`config.mk`:
```
export PLATFORM = sky130hd
export DESIGN_NAME = wb_stage
export DESIGN_NICKNAME = d
export VERILOG_FILES = /design/src/rtl/y86_pkg.sv /design/src/rtl/wb_dst_decode.sv /design/src/rtl/wb_stage.sv
export SDC_FILE = /design/constraint.sdc
export NUM_CORES = 1
export LEC_CHECK = 0
export ABC_AREA = 1
export CORE_MARGIN = 2
export CORE_UTILIZATION = 39
export CTS_CLUSTER_DIAMETER = 100
export DETAILED_ROUTE_END_ITERATION = 10
export HOLD_SLACK_MARGIN = 0.08
export PLACE_DENSITY_LB_ADDON = 0.12
export SYNTH_ARGS = -nofsm -noshare
export SYNTH_HDL_FRONTEND = slang
export SYNTH_SLANG_ARGS = --single-unit
export TNS_END_PERCENT = 50
```
`constraint.sdc`:
```
create_clock -name clk -period 1.9 [get_ports clk]
set_clock_uncertainty 0.2 [all_clocks]
set_input_delay 0.38 -clock clk [delete_from_list [all_inputs] [get_ports clk]]
set_output_delay 0.38 -clock clk [all_outputs]
set_load 0.01 [all_outputs]
```
`src/rtl/y86_pkg.sv`:
```
//------------------------------------------------------------------------------
// y86_pkg : shared Y86-64 pipeline constants and W-register control type
// Revision: 1.0
//------------------------------------------------------------------------------
`default_nettype none

package y86_pkg;

  localparam logic [3:0] IHALT   = 4'h0;
  localparam logic [3:0] INOP    = 4'h1;
  localparam logic [3:0] IRRMOVQ = 4'h2;
  localparam logic [3:0] IIRMOVQ = 4'h3;
  localparam logic [3:0] IRMMOVQ = 4'h4;
  localparam logic [3:0] IMRMOVQ = 4'h5;
  localparam logic [3:0] IOPQ    = 4'h6;
  localparam logic [3:0] IJXX    = 4'h7;
  localparam logic [3:0] ICALL   = 4'h8;
  localparam logic [3:0] IRET    = 4'h9;
  localparam logic [3:0] IPUSHQ  = 4'hA;
  localparam logic [3:0] IPOPQ   = 4'hB;

  localparam logic [2:0] SAOK = 3'd1;
  localparam logic [2:0] SHLT = 3'd2;
  localparam logic [2:0] SADR = 3'd3;
  localparam logic [2:0] SINS = 3'd4;

  localparam logic [3:0] RNONE = 4'hF;
  localparam logic [3:0] RRSP  = 4'h4;

  typedef enum logic {
    RUN    = 1'b0,
    HALTED = 1'b1
  } wb_state_t;

  // Control half of the W register; the wide data fields live beside it.
  typedef struct packed {
    logic [2:0] stat;
    logic [3:0] icode;
    logic       cnd;
    logic [3:0] ra;
    logic [3:0] rb;
    logic       valid;
  } w_ctrl_t;

  localparam w_ctrl_t W_BUBBLE = '{
    stat:  SAOK,
    icode: INOP,
    cnd:   1'b0,
    ra:    RNONE,
    rb:    RNONE,
    valid: 1'b0
  };

endpackage : y86_pkg

`default_nettype wire

```
`src/rtl/wb_dst_decode.sv`:
```
//------------------------------------------------------------------------------
// wb_dst_decode : register-file destination IDs from icode/cnd/rA/rB
// Revision: 1.0
//------------------------------------------------------------------------------
`default_nettype none

module wb_dst_decode
  import y86_pkg::*;
(
  input  logic [3:0] icode,
  input  logic       cnd,
  input  logic [3:0] ra,
  input  logic [3:0] rb,
  output logic [3:0] dst_e,
  output logic [3:0] dst_m
);

  always_comb begin
    dst_e = RNONE;
    case (icode)
      IIRMOVQ, IOPQ:                 dst_e = rb;
      IRRMOVQ:                       dst_e = cnd ? rb : RNONE;
      ICALL, IRET, IPUSHQ, IPOPQ:    dst_e = RRSP;
      default:                       dst_e = RNONE;
    endcase
  end

  always_comb begin
    dst_m = RNONE;
    case (icode)
      IMRMOVQ, IPOPQ: dst_m = ra;
      default:        dst_m = RNONE;
    endcase
  end

endmodule : wb_dst_decode

`default_nettype wire

```
`src/rtl/wb_stage.sv`:
```
//------------------------------------------------------------------------------
// wb_stage : Y86-64 write-back stage (W register, RF write ports, status,
//            retired-instruction counter)
// Revision: 1.0
//------------------------------------------------------------------------------
`default_nettype none

module wb_stage
  import y86_pkg::*;
#(
  parameter int DATA_W   = 64,
  parameter int REG_W    = 4,
  parameter int RETIRE_W = 32
) (
  input  logic                clk,
  input  logic                rst_n,
  input  logic [2:0]          m_stat,
  input  logic [3:0]          m_icode,
  input  logic                m_cnd,
  input  logic [REG_W-1:0]    m_rA,
  input  logic [REG_W-1:0]    m_rB,
  input  logic [DATA_W-1:0]   m_valE,
  input  logic [DATA_W-1:0]   m_valM,
  input  logic                w_stall,
  input  logic                w_bubble,
  output logic [REG_W-1:0]    rf_dstE,
  output logic [DATA_W-1:0]   rf_valE,
  output logic                rf_weE,
  output logic [REG_W-1:0]    rf_dstM,
  output logic [DATA_W-1:0]   rf_valM,
  output logic                rf_weM,
  output logic [2:0]          w_stat,
  output logic                halted,
  output logic [RETIRE_W-1:0] retired
);

  w_ctrl_t             w_ctrl;
  logic [DATA_W-1:0]   w_val_e;
  logic [DATA_W-1:0]   w_val_m;
  wb_state_t           state;
  logic                counted;
  logic [RETIRE_W-1:0] retired_cnt;

  logic [3:0] dst_e;
  logic [3:0] dst_m;
  logic       run_aok;
  logic       freeze;
  logic       count_en;

  wb_dst_decode u_dst_decode (
    .icode (w_ctrl.icode),
    .cnd   (w_ctrl.cnd),
    .ra    (w_ctrl.ra),
    .rb    (w_ctrl.rb),
    .dst_e (dst_e),
    .dst_m (dst_m)
  );

  assign run_aok = (state == RUN) && (w_ctrl.stat == SAOK);

  // A non-AOK instruction in W freezes the register on the same edge the
  // FSM enters HALTED, so w_stat keeps reporting the faulting status.
  assign freeze = (state == HALTED) || (w_ctrl.stat != SAOK);

  // 'counted' keeps a stalled instruction from being retired more than once.
  assign count_en = run_aok && w_ctrl.valid && (w_ctrl.icode != INOP) && !counted;

  always_ff @(posedge clk or negedge rst_n) begin
    if (!rst_n) begin
      w_ctrl      <= W_BUBBLE;
      w_val_e     <= '0;
      w_val_m     <= '0;
      state       <= RUN;
      counted     <= 1'b0;
      retired_cnt <= '0;
    end else begin
      if ((state == RUN) && (w_ctrl.stat != SAOK)) begin
        state <= HALTED;
      end

      if (count_en) begin
        counted <= 1'b1;
        if (retired_cnt != {RETIRE_W{1'b1}}) begin
          retired_cnt <= retired_cnt + 1'b1;
        end
      end

      if (!freeze) begin
        if (w_bubble) begin
          w_ctrl  <= W_BUBBLE;
          w_val_e <= '0;
          w_val_m <= '0;
          counted <= 1'b0;
        end else if (!w_stall) begin
          w_ctrl  <= '{stat: m_stat, icode: m_icode, cnd: m_cnd,
                       ra: m_rA, rb: m_rB, valid: 1'b1};
          w_val_e <= m_valE;
          w_val_m <= m_valM;
          counted <= 1'b0;
        end
      end
    end
  end

  // popq %rsp targets the same register on both ports; the loaded value wins.
  assign rf_dstE = dst_e;
  assign rf_dstM = dst_m;
  assign rf_weE  = run_aok && (dst_e != RNONE) && (dst_e != dst_m);
  assign rf_weM  = run_aok && (dst_m != RNONE);
  assign rf_valE = w_val_e;
  assign rf_valM = w_val_m;
  assign w_stat  = w_ctrl.stat;
  assign halted  = (state == HALTED);
  assign retired = retired_cnt;

endmodule : wb_stage

`default_nettype wire
```
==> reports/metrics.cfg, run 1 <==
[global_route]
grt_overflow = 0
grt_pass1_wl_um = 40000
grt_usage = 0.257
antenna_found_initial = 0
grt_max_degree = 43
first_global_vias = 7146

[logic_synthesis]
synth_top_area_frac = 0.562
synth_cell_types = 33
yosysSeqAreaShare = 0.597
avgSynthCellArea_sq_um = 10.6
synth_top_cells_by_area = dfrtp_1 (56%), a22o_1 (15%), nand2_1 (8.4%)
yosys.area.top_type = dfrtp_1
ys_seq_elements = 179
synthesis.instances = 712
synth_warnings = 0
synthesis.nets = 861
synthesis.area_sq_um = 7530

[sta]
rsz0062_at_grt = yes
maxSlewHeadroom = 0.695
tightestPinTransition_ps = 456
fmax_mhz = 383
drv_slew = 0
setup_violations = 162
period_minus_slack_ps = 2610
period_share = 1.37
finalWorstSetupSlack_ps = -708
hold_violations = 0
hold_ws_ps = 239

[power]
p_comb_frac = 0.127
p_sw_frac = 0.250
sequentialPowerShare = 0.470
finalPower_mw = 8.66
p_int_mw = 6.49
cellPowerDensity_nw_per_um2 = 658
ir_drop_mv = 0.579
p_sw_mw = 2.17
p_clk_frac = 0.403
power.leakage_nw = 6.63

[final_layout]
post-route-util = 0.699
drive_above_1_share = 0.204
fin_nets = 1299
area_growth_pct = 74.8
diodes = 0

[drt]
wl_per_cell_um = 19.1
drcViolationCount = 0
postRouteAntennaNets = 0
dr_total_vias = 7030
drt-pass1-iter-count = 4
routed_wirelength_um = 27200
drtIter0Drc = 375
vias_per_cell = 4.94

[floorplan]
core_sq_um = 18800
fp.dieArea_sq_um = 20400
fp-row-count = 50
initial_utilization = 0.400
num_io_pins = 322
die_y_um = 143
die_w_um = 143

[critical_path]
crit_family = simple AND/OR/NAND/NOR gates
worst_r2r_path_depth = 8
worst_path_max_delay_cell = dfstp_2
arrival_ps = 2030
crit_buf_inv = 3
cp.required_ps = 1320
critPathMaxFanout = 5
critPathLaunchType = flip-flop
path_cells = inv_2 > nand2_1 > nor2_1 > nor2_1 > nand2_2 > buf_12 > nand3_2 > nand3_2 > nor2_2 > nor2_2 > buf_2
path_class = reg -> out
r2r-start = w_stat[0]
slowest_delay_ps = 570
rrSetupSlack_ps = -200
rr_endpoint = rf_valE[58]
cp-end-kind = output port

[placement]
io_buffers = 321
dp_hpwl_um = 17500
place_congestion = 0.869

[cts]
h-tree-depth = 4
clk_pin_slew_ps = 70
cts_tree = built
cts_buffers = 17
clk_latency_ps = 430
cts_max_path_buffers = 2
cts_sinks = 179
root_buffer = clkbuf_16

[hold_path]
hold_class = in -> async

[status]
outcome = complete, but fails checks
violations = setup timing

[job]
maxCapViolations = 0

[logic make-up (layout without fill, tap and decap cells)]
logic type               after synthesis  in the layout  synth area share
AND/OR/NAND/NOR                      261            261             0.141
XOR/XNOR                              28             28            0.0326
buffers and inverters                 82            532            0.0533
flip-flops                           179            179             0.597
adder cells (fa/ha/maj)                1              1           0.00166
AO/OA/AOI/OAI                        161            161             0.174
[how the worst max path moves through the flow]
stage	startpoint	endpoint	depth (start not counted)
4_1_cts	w_ctrl[10]	rf_weE	11
5_1_grt	w_ctrl[10]	rf_weE	12
6_report	w_ctrl[10]	rf_weE	11
3_3_place_gp	w_ctrl[10]	rf_weE	8
2_1_floorplan	w_ctrl[10]	rf_weE	10
3_5_place_dp	w_ctrl[11]	rf_weE	11
[area by class of cell]
cell class	count	area (sq um)
repair inverters	2	36.3
well taps	260	325
clock inverters	13	139
repair buffers	455	4710
inverters	44	225
flip-flops and latches	179	4500
fillers	1481	5670
clock buffers	18	429
multi-input cells	451	2800
[cells in the final DEF, fill, tap and decap left out, drive strengths merged]
cell             n
bufbuf           1
a22o           128
buf            131
ha               1
nand3           14
nor3b            1
inv             51
a21boi           1
a41oi            1
clkdlybuf4s50  150
nand4            2
o21a             1
xor2            16
nand3b           3
nor2            52
dlygate4sd2    160
nor3            18
a31o             1
o21ai           18
clkinv           4
xnor2           12
dlygate4sd3      1
a21oi           10
o22a             1
clkbuf          30
clkinvlp         3
dfrtp          169
bufinv           1
dfstp           10
nand2          170
nor4             1
[Yosys cell counts, drive strengths merged]
master and instances:
nor4 1, buf 28, a21boi 1, nand2 170, nand3 14, dfrtp 169, a21oi 10, o21a 1
inv 44, nor3b 1, a31o 1, nor2 52, nor3 18, clkbuf 10, a41oi 1, xor2 16
ha 1, xnor2 12, o21ai 18, a22o 128, nand3b 3, o22a 1, nand4 2, dfstp 10
[sequential cells by signal, indices dropped and copies added, names as in the netlist]
register and count:
counted 1, halted 1, retired 32, rf_valE 64, rf_valM 64, w_ctrl 14
w_stat 3
[worst register-to-register path: stages, from the launching register on]
cell       delay (ps)
dfstp_2           560
nand3_4           100
buf_6             140
a21oi_4           170
buf_12            190
clkinv_16          80
buf_16            160
clkbuf_16         180
a22o_1            200
[timing repair]
item | in CTS | in global routing
hold endpoints to repair | 138 | 0
hold buffers | 1 | 0
buffers inserted | 22 | 16
pin swaps | 14 | 94
gates cloned | 12 | 15
resized for setup | 259 | 46
endpoints found under the setup margin | 334 | 182
[routing by layer]
metal  wire, um  track usage  vias up  part of all wire
met5          0            0        -                 0
li1           -            -     3320                 -
met4        655       0.0829        0             0.024
met3       1880       0.0805       40             0.069
met1      11200        0.309     3424              0.41
met2      13500        0.438      246              0.49
[metrics by stage]
step	setup slack [ps]	instance area, sq um	instances	setup TNS (ps)
global placement	-524	11500	1328	-23270
floorplan	-17.5	7570	712	-17.5
global route	-846	13200	1422	-33220
finish	-708	13200	1422	-22130
CTS	-649	12600	1394	-8920
detailed placement	-586	11500	1328	-26900
[power groups by stage]
stage	combinational, mW	sequential [mW]	clock, mW
floorplan	0.226	4.20	0
global placement	1.10	4.13	0
detailed placement	1.12	4.13	0
CTS	1.08	4.06	3.53
global route	1.18	4.09	3.70
finish	1.10	4.07	3.49
No activity file was read; power rests on OpenSTA's default activity.
==> run 2: changes to the inputs <==
- SLEW_MARGIN: default -> 0
==> results of run 2 <==
No change in the layout: final DEF, timing and power equal those of run 1.
==> run 3: changes to the inputs <==
- MAX_ROUTING_LAYER: default -> met4
==> reports/metrics.cfg, run 3 (synthesized netlist as in run 1, its figures left out) <==
[placement]
dp_hpwl_um = 17400  ; -0.39%
pre_cts_ws_ps = -568  ; +18.2 ps
place_congestion = 0.883  ; +1.7%
place_area_sq_um = 11500  ; about the same
io_buffers = 321  ; unchanged
dp_cells = 1324  ; -0.30%

[sta]
maxSlewHeadroom = 0.725  ; +0.0302
tns_ps = -18290  ; +3840 ps
finalWorstSetupSlack_ps = -720  ; -11.4 ps
setup_violations = 176  ; +8.6%
rsz0062_at_grt = yes
tightestPinTransition_ps = 412  ; -43.6 ps
hold_violations = 0  ; unchanged
period_share = 1.38  ; +0.00598
fmax_mhz = 382  ; -0.43%
period_minus_slack_ps = 2620  ; +11.4 ps
drv_slew = 0  ; unchanged
hold_ws_ps = 245  ; +5.89 ps

[global_route]
grt_usage = 0.254  ; -0.00330
antenna_found_initial = 1  ; +1
grt_pass1_wl_um = 38200  ; -4.3%
first_global_vias = 6994  ; -2.1%
grt_overflow = 0  ; unchanged
grt_max_degree = 39  ; -9.3%

[drt]
drt-pass1-iter-count = 4  ; unchanged
postRouteAntennaNets = 0  ; unchanged
dr_total_vias = 7001  ; -0.41%
drcViolationCount = 0  ; unchanged
routed_wirelength_um = 26900  ; -1.0%
drtIter0Drc = 321  ; -14%
vias_per_cell = 4.97  ; +0.44%
wl_per_cell_um = 19.1  ; -0.16%

[floorplan]
num_io_pins = 322  ; unchanged
die_y_um = 143  ; unchanged
fp-row-count = 50  ; unchanged
fp.dieArea_sq_um = 20400  ; unchanged
die_w_um = 143  ; unchanged
core_sq_um = 18800  ; unchanged
initial_utilization = 0.400  ; unchanged

[cts]
h-tree-depth = 4  ; unchanged
cts_max_path_buffers = 2  ; unchanged
clk_latency_ps = 430  ; about the same
cts_tree = built
cts_sinks = 179  ; unchanged
root_buffer = clkbuf_16
clk_pin_slew_ps = 70  ; about the same
cts_buffers = 17  ; unchanged

[critical_path]
critPathLaunchType = flip-flop
crit_family = simple AND/OR/NAND/NOR gates
critPathMaxFanout = 4  ; -1
arrival_ps = 2040  ; about the same
slowest_delay_ps = 580  ; about the same
startpoint = w_ctrl[10]
r2r-start = w_ctrl[10]
cp-end-kind = output port
path_class = reg -> out
crit_buf_inv = 3  ; unchanged
path_cells = nand2_1 > inv_1 > nand2_1 > nand2_2 > buf_4 > nand2_2 > nand3_1 > nand3_1 > nor2_2 > nor2_2 > buf_2
worst_path_max_delay_cell = dfstp_2
cp.required_ps = 1320  ; about the same

[final_layout]
final_common_cell = dfrtp_1
stdcell_area_sq_um = 13100  ; -0.68%
fin_nets = 1285  ; -1.1%
drive_above_1_share = 0.197  ; -0.00727
post-route-util = 0.694  ; -0.00478
area_growth_pct = 73.6
layout_common_cells = dfrtp_1 (167), dlygate4sd2_1 (162), nand2_1 (153), clkdlybuf4s50_1 (148), a22o_1 (128)
final_cells = 1410  ; -0.84%

[power]
ir_drop_mv = 0.562  ; -3.0%
finalPower_mw = 8.62  ; -0.44%
power.leakage_nw = 6.58  ; -0.76%
cellPowerDensity_nw_per_um2 = 659  ; +0.25%

[status]
outcome = complete, but fails checks
violations = setup timing

[job]
maxCapViolations = 0  ; unchanged

[hold_path]
hold_class = in -> async

run 3: cell count changes in the layout (fill, tap and decap cells not counted), moves of 5 or more:
cell       change
a21oi_1        -6
a21oi_2        +6
buf_4         -10
buf_6          -8
clkbuf_16      +5
run 3: area by class of cell:
cell class | count | area [sq um]
Antenna cell | 1 | 2.50
Clock buffer | 19 | 453
Clock inverter | 13 | 135
Fill cell | 1431 | 5760
Inverter | 44 | 225
Multi-Input combinational cell | 451 | 2800
Sequential cell | 179 | 4490
Tap cell | 260 | 325
Timing Repair Buffer | 439 | 4570
Timing Repair inverter | 4 | 63.8
run 3: what timing repair did:
action | in CTS | in global routing
endpoints found under the setup margin | 338 | 177
gates cloned | 6 | 22
pin swaps | 14 | 57
endpoints found under the hold margin | 179 | 0
hold buffers | 1 | 0
buffers inserted | 19 | 5
resized for setup | 241 | 56
run 3: path summary, 6_finish.rpt:
kind	to	slack [ps]	depth (start not counted)
max in group asynchronous	retired[2]	690	3
max reg2reg	retired[0]	-150	9
min in group clk	w_stat[1]	300	3
max	rf_weE	-720	11
min	w_ctrl[12]	240	2
min reg2reg	rf_valM[47]	300	1
run 3: routing by layer:
metal  global-route usage  vias up  routed length, um
li1                     -     3295                  -
met1                0.302     3405              11100
met2                0.420      266              13500
met3               0.0744       35               1750
met4               0.0714        0                538
met5                    -        -                  0
run 3: power breakdown:
group / internal, mW / switching, mW
Clock: 1.82 / 1.67
Combinational: 0.632 / 0.430
Sequential: 3.98 / 0.0912
